==> config.mk <==
export PLATFORM = sky130hd
export DESIGN_NAME = time_entry_flat
export DESIGN_NICKNAME = d
export VERILOG_FILES = /design/src/rtl/time_entry_if.sv /design/src/rtl/time_entry.sv /design/src/flat_wrapper.sv
export SDC_FILE = /design/constraint.sdc
export NUM_CORES = 1
export LEC_CHECK = 0
export ABC_AREA = 1
export CAP_MARGIN = 5
export CORE_MARGIN = 2
export CORE_UTILIZATION = 27
export CTS_BUF_LIST = sky130_fd_sc_hd__clkbuf_2
export DETAILED_ROUTE_END_ITERATION = 6
export SLEW_MARGIN = 20
export SYNTH_ARGS = -nofsm -noshare
export SYNTH_HDL_FRONTEND = slang
export SYNTH_SLANG_ARGS = --single-unit
==> constraint.sdc <==
create_clock -name clock -period 2.2 [get_ports clock]
set_input_delay 0.55 -clock clock [delete_from_list [all_inputs] [get_ports clock]]
set_output_delay 0.55 -clock clock [all_outputs]
set_load 0.01 [all_outputs]
==> src/rtl/time_entry_if.sv <==
// Keypad / timer-cascade bundle for the microwave time-entry writer.
interface time_entry_if;
  logic       key_valid;
  logic [3:0] key_digit;
  logic       start;
  logic       clear_entry;
  logic       timer_zero;
  logic [3:0] sec_ones;
  logic [3:0] sec_tens;
  logic [3:0] mins;
  logic       loadn;
  logic       busy;
  logic       entry_err;

  // Keypad, controls and timer cascade side.
  modport master (
    output key_valid, key_digit, start, clear_entry, timer_zero,
    input  sec_ones, sec_tens, mins, loadn, busy, entry_err
  );

  // Time-entry writer side.
  modport slave (
    input  key_valid, key_digit, start, clear_entry, timer_zero,
    output sec_ones, sec_tens, mins, loadn, busy, entry_err
  );
endinterface

==> src/rtl/time_entry.sv <==
// Microwave keypad writer: shifts BCD digits in right-to-left, validates
// the m:ss value on start, pulses loadn to preset the timer cascade, then
// holds off the keypad until the timer reports zero.
//
// state | meaning
// ------+--------------------------------------------------
// IDLE  | no digits entered, outputs zero
// ENTRY | 1 to 3 (or more) digits shifted in
// LOAD  | one cycle with loadn low, data stable on the buses
// RUN   | timer counting, keypad ignored until timer_zero
module time_entry #(
  parameter logic [3:0] TENS_MAX = 4'd5,
  parameter logic [3:0] MINS_MAX = 4'd9
) (
  input logic         clock,
  input logic         clrn,
  time_entry_if.slave bus
);

  typedef enum logic [1:0] {IDLE, ENTRY, LOAD, RUN} state_t;

  state_t     state;
  logic [1:0] count;

  // Single registered FSM; every output is a flop, priority clear > start > key.
  always_ff @(posedge clock) begin
    if (!clrn) begin
      state         <= IDLE;
      count         <= 2'd0;
      bus.sec_ones  <= 4'd0;
      bus.sec_tens  <= 4'd0;
      bus.mins      <= 4'd0;
      bus.loadn     <= 1'b1;
      bus.busy      <= 1'b0;
      bus.entry_err <= 1'b0;
    end else begin
      bus.entry_err <= 1'b0;
      bus.loadn     <= 1'b1;
      case (state)
        IDLE, ENTRY: begin
          if (bus.clear_entry) begin
            state        <= IDLE;
            count        <= 2'd0;
            bus.sec_ones <= 4'd0;
            bus.sec_tens <= 4'd0;
            bus.mins     <= 4'd0;
            bus.busy     <= 1'b0;
          end else if (bus.start) begin
            // Start consumes the cycle even in IDLE, so a same-cycle key is dropped.
            if (state == ENTRY) begin
              if (bus.sec_tens > TENS_MAX || bus.mins > MINS_MAX) begin
                bus.entry_err <= 1'b1;
              end else if ({bus.mins, bus.sec_tens, bus.sec_ones} != 12'd0) begin
                state     <= LOAD;
                bus.loadn <= 1'b0;
                bus.busy  <= 1'b1;
              end
            end
          end else if (bus.key_valid) begin
            if (bus.key_digit <= 4'd9) begin
              bus.mins     <= bus.sec_tens;
              bus.sec_tens <= bus.sec_ones;
              bus.sec_ones <= bus.key_digit;
              if (count != 2'd3) count <= count + 2'd1;
              state <= ENTRY;
            end else begin
              bus.entry_err <= 1'b1;
            end
          end
        end
        LOAD: begin
          // timer_zero is meaningless here: the cascade has not loaded yet.
          if (bus.clear_entry) begin
            state        <= IDLE;
            count        <= 2'd0;
            bus.sec_ones <= 4'd0;
            bus.sec_tens <= 4'd0;
            bus.mins     <= 4'd0;
            bus.busy     <= 1'b0;
          end else begin
            state <= RUN;
          end
        end
        RUN: begin
          if (bus.clear_entry || bus.timer_zero) begin
            state        <= IDLE;
            count        <= 2'd0;
            bus.sec_ones <= 4'd0;
            bus.sec_tens <= 4'd0;
            bus.mins     <= 4'd0;
            bus.busy     <= 1'b0;
          end
        end
        default: state <= IDLE;
      endcase
    end
  end

endmodule
==> src/flat_wrapper.sv <==
// flat-port wrapper written by rule: the top's interface ports become plain ports
module time_entry_flat 
#(
  parameter logic [3:0] TENS_MAX = 4'd5,
  parameter logic [3:0] MINS_MAX = 4'd9
)
  (clock, clrn, bus_key_valid, bus_key_digit, bus_start, bus_clear_entry, bus_timer_zero, bus_sec_ones, bus_sec_tens, bus_mins, bus_loadn, bus_busy, bus_entry_err);
  time_entry_if bus_i ();
  input logic clock;
  input logic clrn;
  input wire logic [$bits(bus_i.key_valid)-1:0] bus_key_valid;
  input wire logic [$bits(bus_i.key_digit)-1:0] bus_key_digit;
  input wire logic [$bits(bus_i.start)-1:0] bus_start;
  input wire logic [$bits(bus_i.clear_entry)-1:0] bus_clear_entry;
  input wire logic [$bits(bus_i.timer_zero)-1:0] bus_timer_zero;
  output wire logic [$bits(bus_i.sec_ones)-1:0] bus_sec_ones;
  output wire logic [$bits(bus_i.sec_tens)-1:0] bus_sec_tens;
  output wire logic [$bits(bus_i.mins)-1:0] bus_mins;
  output wire logic [$bits(bus_i.loadn)-1:0] bus_loadn;
  output wire logic [$bits(bus_i.busy)-1:0] bus_busy;
  output wire logic [$bits(bus_i.entry_err)-1:0] bus_entry_err;
  assign bus_i.key_valid = bus_key_valid;
  assign bus_i.key_digit = bus_key_digit;
  assign bus_i.start = bus_start;
  assign bus_i.clear_entry = bus_clear_entry;
  assign bus_i.timer_zero = bus_timer_zero;
  assign bus_sec_ones = bus_i.sec_ones;
  assign bus_sec_tens = bus_i.sec_tens;
  assign bus_mins = bus_i.mins;
  assign bus_loadn = bus_i.loadn;
  assign bus_busy = bus_i.busy;
  assign bus_entry_err = bus_i.entry_err;
  time_entry #(.TENS_MAX(TENS_MAX), .MINS_MAX(MINS_MAX)) u_core (.clock(clock), .clrn(clrn), .bus(bus_i));
endmodule
# [Yosys cells after proc, flatten, opt, wreduce, memory -nomap -nowiden]
# Index checks and enable logic that the tools add are counted.
[classes] reduce_logical=10 bitwise_logic=4 mux=41 order_cmp=3 eq_ne=17
[op_table] cell="$mux 4" count=14
[op_table] cell="$pmux 4 s3" count=3
[op_table] cell="$mux 2" count=9
[op_table] cell="$mux 1" count=13
[op_table] cell="$ne 3x3->1 const B" count=4
[op_table] cell="$ne 4x3->1 const B" count=3
[op_table] cell="$reduce_and 6->1" count=2
[op_table] cell="$reduce_bool 12->1" count=1
[op_table] cell="$ne 3x2->1 const B" count=3
[op_table] cell="$ne 4x4->1 const B" count=2
[op_table] cell="$pmux 2 s3" count=1
[op_table] cell="$reduce_or 6->1" count=1
[op_table] cell="$reduce_and 5->1" count=1
[op_table] cell="$eq 2x2->1 const B" count=2
[op_table] cell="$gt 4x3->1 const B" count=1
[op_table] cell="$gt 4x4->1 const B" count=1
[op_table] cell="$le 4x4->1 const B" count=1
[op_table] cell="$not 1->1" count=4
[op_table] cell="$pmux 1 s3" count=1
[op_table] cell="$reduce_or 3->1" count=1
[op_table] cell="$eq 2x1->1 const B" count=1
[op_table] cell="$logic_not 2->1" count=1
[op_table] cell="$logic_or 1x1->1" count=2
[op_table] cell="$ne 2x1->1 const B" count=1
[op_table] cell="2 further kinds" count=2
[word_totals] reg_bits=17 word_cells=82

# [Logic depth before layout (Yosys ltp)]
[logic_depth] depth_word=7 ltp_mapped=9

# [Worst setup path after synthesis]
# OpenSTA, ideal clock, no wires.
[synth_timing] path_kind="input to register" from="input bus_key_digit[1]" to="register u_core.bus.sec_tens[2]" setup_time_ns=0.121 arrival_time_ns=1.290 path_slack_ns=0.789 cell_stages=7 path_buffers=1 path_cell_list="o21ai_0 nand2_1 nand2_1 nand3b_4 buf_6 nand2_4 o22ai_2"
[synth_via] elab_chain_cells=3
[synth_lines] element="from (decl)" line_no="flat_wrapper.sv:12" text="input wire logic [$bits(bus_i.key_digit)-1:0] bus_key_digit;"
[synth_lines] element="$le 4x4->1" line_no="time_entry.sv:60" text="if (bus.key_digit <= 4'd9) begin"
[synth_lines] element="$ne 3x2->1 (no source line)"
[synth_lines] element="$reduce_and 5->1 (no source line)"
[synth_lines] element="to (signal assigned)" line_no="time_entry.sv:62" text="bus.sec_tens <= bus.sec_ones;"
[synth_lines] element="to (decl)" line_no="time_entry_if.sv:24" text="output sec_ones, sec_tens, mins, loadn, busy, entry_err"
# Every way passes these cells.
# A chain may end at the register's enable or synchronous reset.

# [Worst setup path in the final report]
[layout_timing] from="register u_core.bus.sec_tens[1]" to="output bus_sec_tens[1]"
[layout_lines] element="to (decl)" line_no="flat_wrapper.sv:17" text="output wire logic [$bits(bus_i.sec_tens)-1:0] bus_sec_tens;"
# No word-level cell between the ends.

==> impl_metrics.env <==
export IMPL_syn_to_final_growth_pct=33.2
export IMPL_synth_top_area_cell="dfxtp_1"
export IMPL_reg2reg_depth=8
export IMPL_dp_slack_ns=0.0549
export IMPL_fmax_ghz=0.541
export IMPL_holdPathEnd="u_core.bus.mins[0]$_SDFFE_PN0P_"
export IMPL_antenna_cells=0
export IMPL_io_pins=25
export IMPL_synth_async_reset_ratio=0
export IMPL_critical_path_arrival_ns=1.30
export IMPL_wl_met2_mm=1.02
export IMPL_multi_input_area_um2=462
export IMPL_cp_num_buf_inv=1
export IMPL_min_delay_path_class="reg2reg"
export IMPL_finalHoldViolations=0
export IMPL_globalplace_congestion=0.766
export IMPL_wl_met3_um=98
export IMPL_start_kind="flop"
export IMPL_irDropWorstVdd_uv=134
export IMPL_synth_edff_count=0
export IMPL_drtPass1Iterations=4
export IMPL_grt_pass1_vias=790
export IMPL_nets=165
export IMPL_grtUsageTotal=0.119
export IMPL_path_clk_slew_ns=0.16
export IMPL_die_x_um=61.8
export IMPL_syn_inst=128
export IMPL_start_util=0.290
export IMPL_crit_path_max_fanout=4
export IMPL_period_share=0.841
export IMPL_htreeDepth=1
export IMPL_synth_cell_type_count=22
export IMPL_worstPathRequired_ns=1.65
export IMPL_cts_tree="yes"
export IMPL_fin_ws_ns=0.350
export IMPL_maxCapViolations=0
export IMPL_synthTopCellsByCount="nand2_1, nor2_1, dfxtp_1, inv_1, nand3_1"
export IMPL_finalSetupTns_ns=0
export IMPL_dp_cells=194
export IMPL_reg2reg_to="u_core.bus.mins[2]$_SDFFE_PN0P_"
export IMPL_post_cts_setup_buffers=0
export IMPL_wl_per_cell_um=10.8
export IMPL_yosys_warnings=0
export IMPL_grt_pass1_wl_mm=3.32
export IMPL_r2r_setup_slack_ns=0.80
export IMPL_drc=0
export IMPL_worstMarginPinSlew_ns=0.298
export IMPL_outcome="finished, final reports clean"
export IMPL_hpwl_mm=1.66
export IMPL_yosysTopAreaCellShare=0.378
export IMPL_synth_seq_cells=17
export IMPL_finalWirelength_mm=2.13
export IMPL_grt_start_max_net_pins=21
export IMPL_startpoint="u_core.bus.sec_tens[1]$_SDFFE_PN0P_"
export IMPL_top_layer="met4"
export IMPL_final_instance_count_excl_fill=198
export IMPL_clock_skew_ns=0.00454
export IMPL_rows=20
export IMPL_slowest_delay_ns=0.57
export IMPL_fillCellCount=349
export IMPL_timing_rr_start="u_core.state[1]$_SDFFE_PN0P_"
export IMPL_cts_sinks=17
export IMPL_rsz0062_at_grt="false"
export IMPL_dieArea_mm2=0.00381
export IMPL_ys_top_cells_by_area="dfxtp_1, nand2_1, nor2_1"
export IMPL_cp_cell_sequence="clkdlybuf4s50_1"
export IMPL_clk_latency_ns=0.29
export IMPL_leakage_nw=0.503
export IMPL_num_vias=887
export IMPL_synth_fp_nets=138
export IMPL_dieHeight_um=61.8
export IMPL_holdPathStages=2
export IMPL_dominantRegCellSynth="dfxtp_1"
export IMPL_power_density_mw_per_mm2=579
export IMPL_antenna_found_initial=0
export IMPL_overflow=0
export IMPL_drive_gt1_frac=0.117
export IMPL_utilization=0.387
export IMPL_cts_hold_fix_buffers=0
export IMPL_m1WireLength_um=992
export IMPL_initialDrtViolationCount=38
export IMPL_syn_area_um2=901
export IMPL_cts_made_buffers=3
export IMPL_core_area_mm2=0.00310
export IMPL_clockRootBuffer="clkbuf_2"
export IMPL_path_class="reg2out"
export IMPL_fin_crit_ns=1.85
export IMPL_avgSynthCellArea_um2=7.04
export IMPL_path_delay_family="buffers and inverters"
export IMPL_final_area_mm2=0.00120
export IMPL_post_dp_cell_area_mm2=0.00118
export IMPL_crit_slowest_cell="clkdlybuf4s50_1"
export IMPL_viasPerCell=4.48
export IMPL_regArea_um2=340
export IMPL_portBuffers=24
export IMPL_seq_area_frac_synth=0.378
export IMPL_cts_repair_resized=0
export IMPL_ant_nets=0
export IMPL_end_kind="output pin"
export IMPL_min_from="u_core.bus.mins[0]$_SDFFE_PN0P_"
export IMPL_setup_viol_count_final=0
export IMPL_clockBufferDepth=2
export IMPL_slew_headroom=0.799
export IMPL_report_final_slew_viol_count=0
## worst register-to-register path: cells and delay by family, from the launching register on
family / cells / cell delay, ns
buffers and inverters: 1 / 0.09
AOI/OAI and AO/OA: 1 / 0.09
and+or+nand+nor: 6 / 0.68
DFF: 1 / 0.46
## registers in the layout, summed over array words and instances (netlist names)
| signal | cells |
|---|---|
| u_core.bus.busy | 1 |
| u_core.bus.loadn | 1 |
| u_core.bus.mins | 4 |
| u_core.state | 2 |
| u_core.bus.entry_err | 1 |
| u_core.bus.sec_tens | 4 |
| u_core.bus.sec_ones | 4 |
## power by group
part / switching (W) / internal (W) / total, W
logic: 0.000113 / 0.0000885 / 0.000202
registers: 0.0000176 / 0.000328 / 0.000346
clock network: 0.0000993 / 0.0000482 / 0.000147
## cell type report
class / instances / share of cell area
clock buffers: 4 / 0.0167
well taps: 44 / 0.0459
repair buffers: 26 / 0.213
inverters: 18 / 0.0563
multi-input cells: 89 / 0.385
flip-flops and latches: 17 / 0.284
## how the worst max path moves through the flow
| stage | depth (start not counted) | endpoint |
|---|---|---|
| after global routing | 8 | u_core.bus.sec_tens[3]$_SDFFE_PN0P_ |
| after floorplan | 7 | u_core.bus.sec_tens[2]$_SDFFE_PN0P_ |
| final | 1 | bus_sec_tens[1] |
| after CTS | 1 | bus_sec_tens[0] |
| after detailed placement | 7 | u_core.bus.sec_tens[1]$_SDFFE_PN0P_ |
| after global placement | 7 | u_core.bus.sec_tens[1]$_SDFFE_PN0P_ |
## layout by cell type, fill, tap and decap left out
cell             synthesis  layout
inv_2                    1       1
o21ai_1                  7       7
buf_4                    0       2
nand2_2                  1       1
nor2_4                   1       1
nand3b_4                 1       1
a21oi_2                  1       1
o21a_1                   1       1
clkdlybuf4s50_1          0      24
nand2_4                  1       1
a21oi_1                  2       2
nand4_1                  2       2
o22ai_2                  5       5
nor3_1                   1       1
nand3_1                 13      13
clkbuf_2                 0       4
nor2_1                  24      24
inv_1                   17      17
nor2_2                   1       1
o21ai_0                  4       4
nand2_1                 24      24
dfxtp_1                 17      17
## per-layer routing
layer / up-vias / GRT usage
met5: - / 0
met4: 0 / 0.0638
met3: 2 / 0.0124
met2: 34 / 0.206
met1: 392 / 0.146
li1: 459 / -
## cells by family after synthesis
kind of cell / synth area share
AND/OR/NAND/NOR: 0.353
buffers and inverters: 0.110
AO/OA/AOI/OAI: 0.160
flip-flops: 0.378
## metrics by stage
step,total power [W],hold WS [ns]
5_1_grt,0.000738,0.532
6_report,0.000695,0.505
3_5_place_dp,0.000555,0.460
4_1_cts,0.000702,0.510
3_3_place_gp,0.000553,0.459
2_1_floorplan,0.000486,0.506
Note: power is estimated with default switching activity, not from simulation.
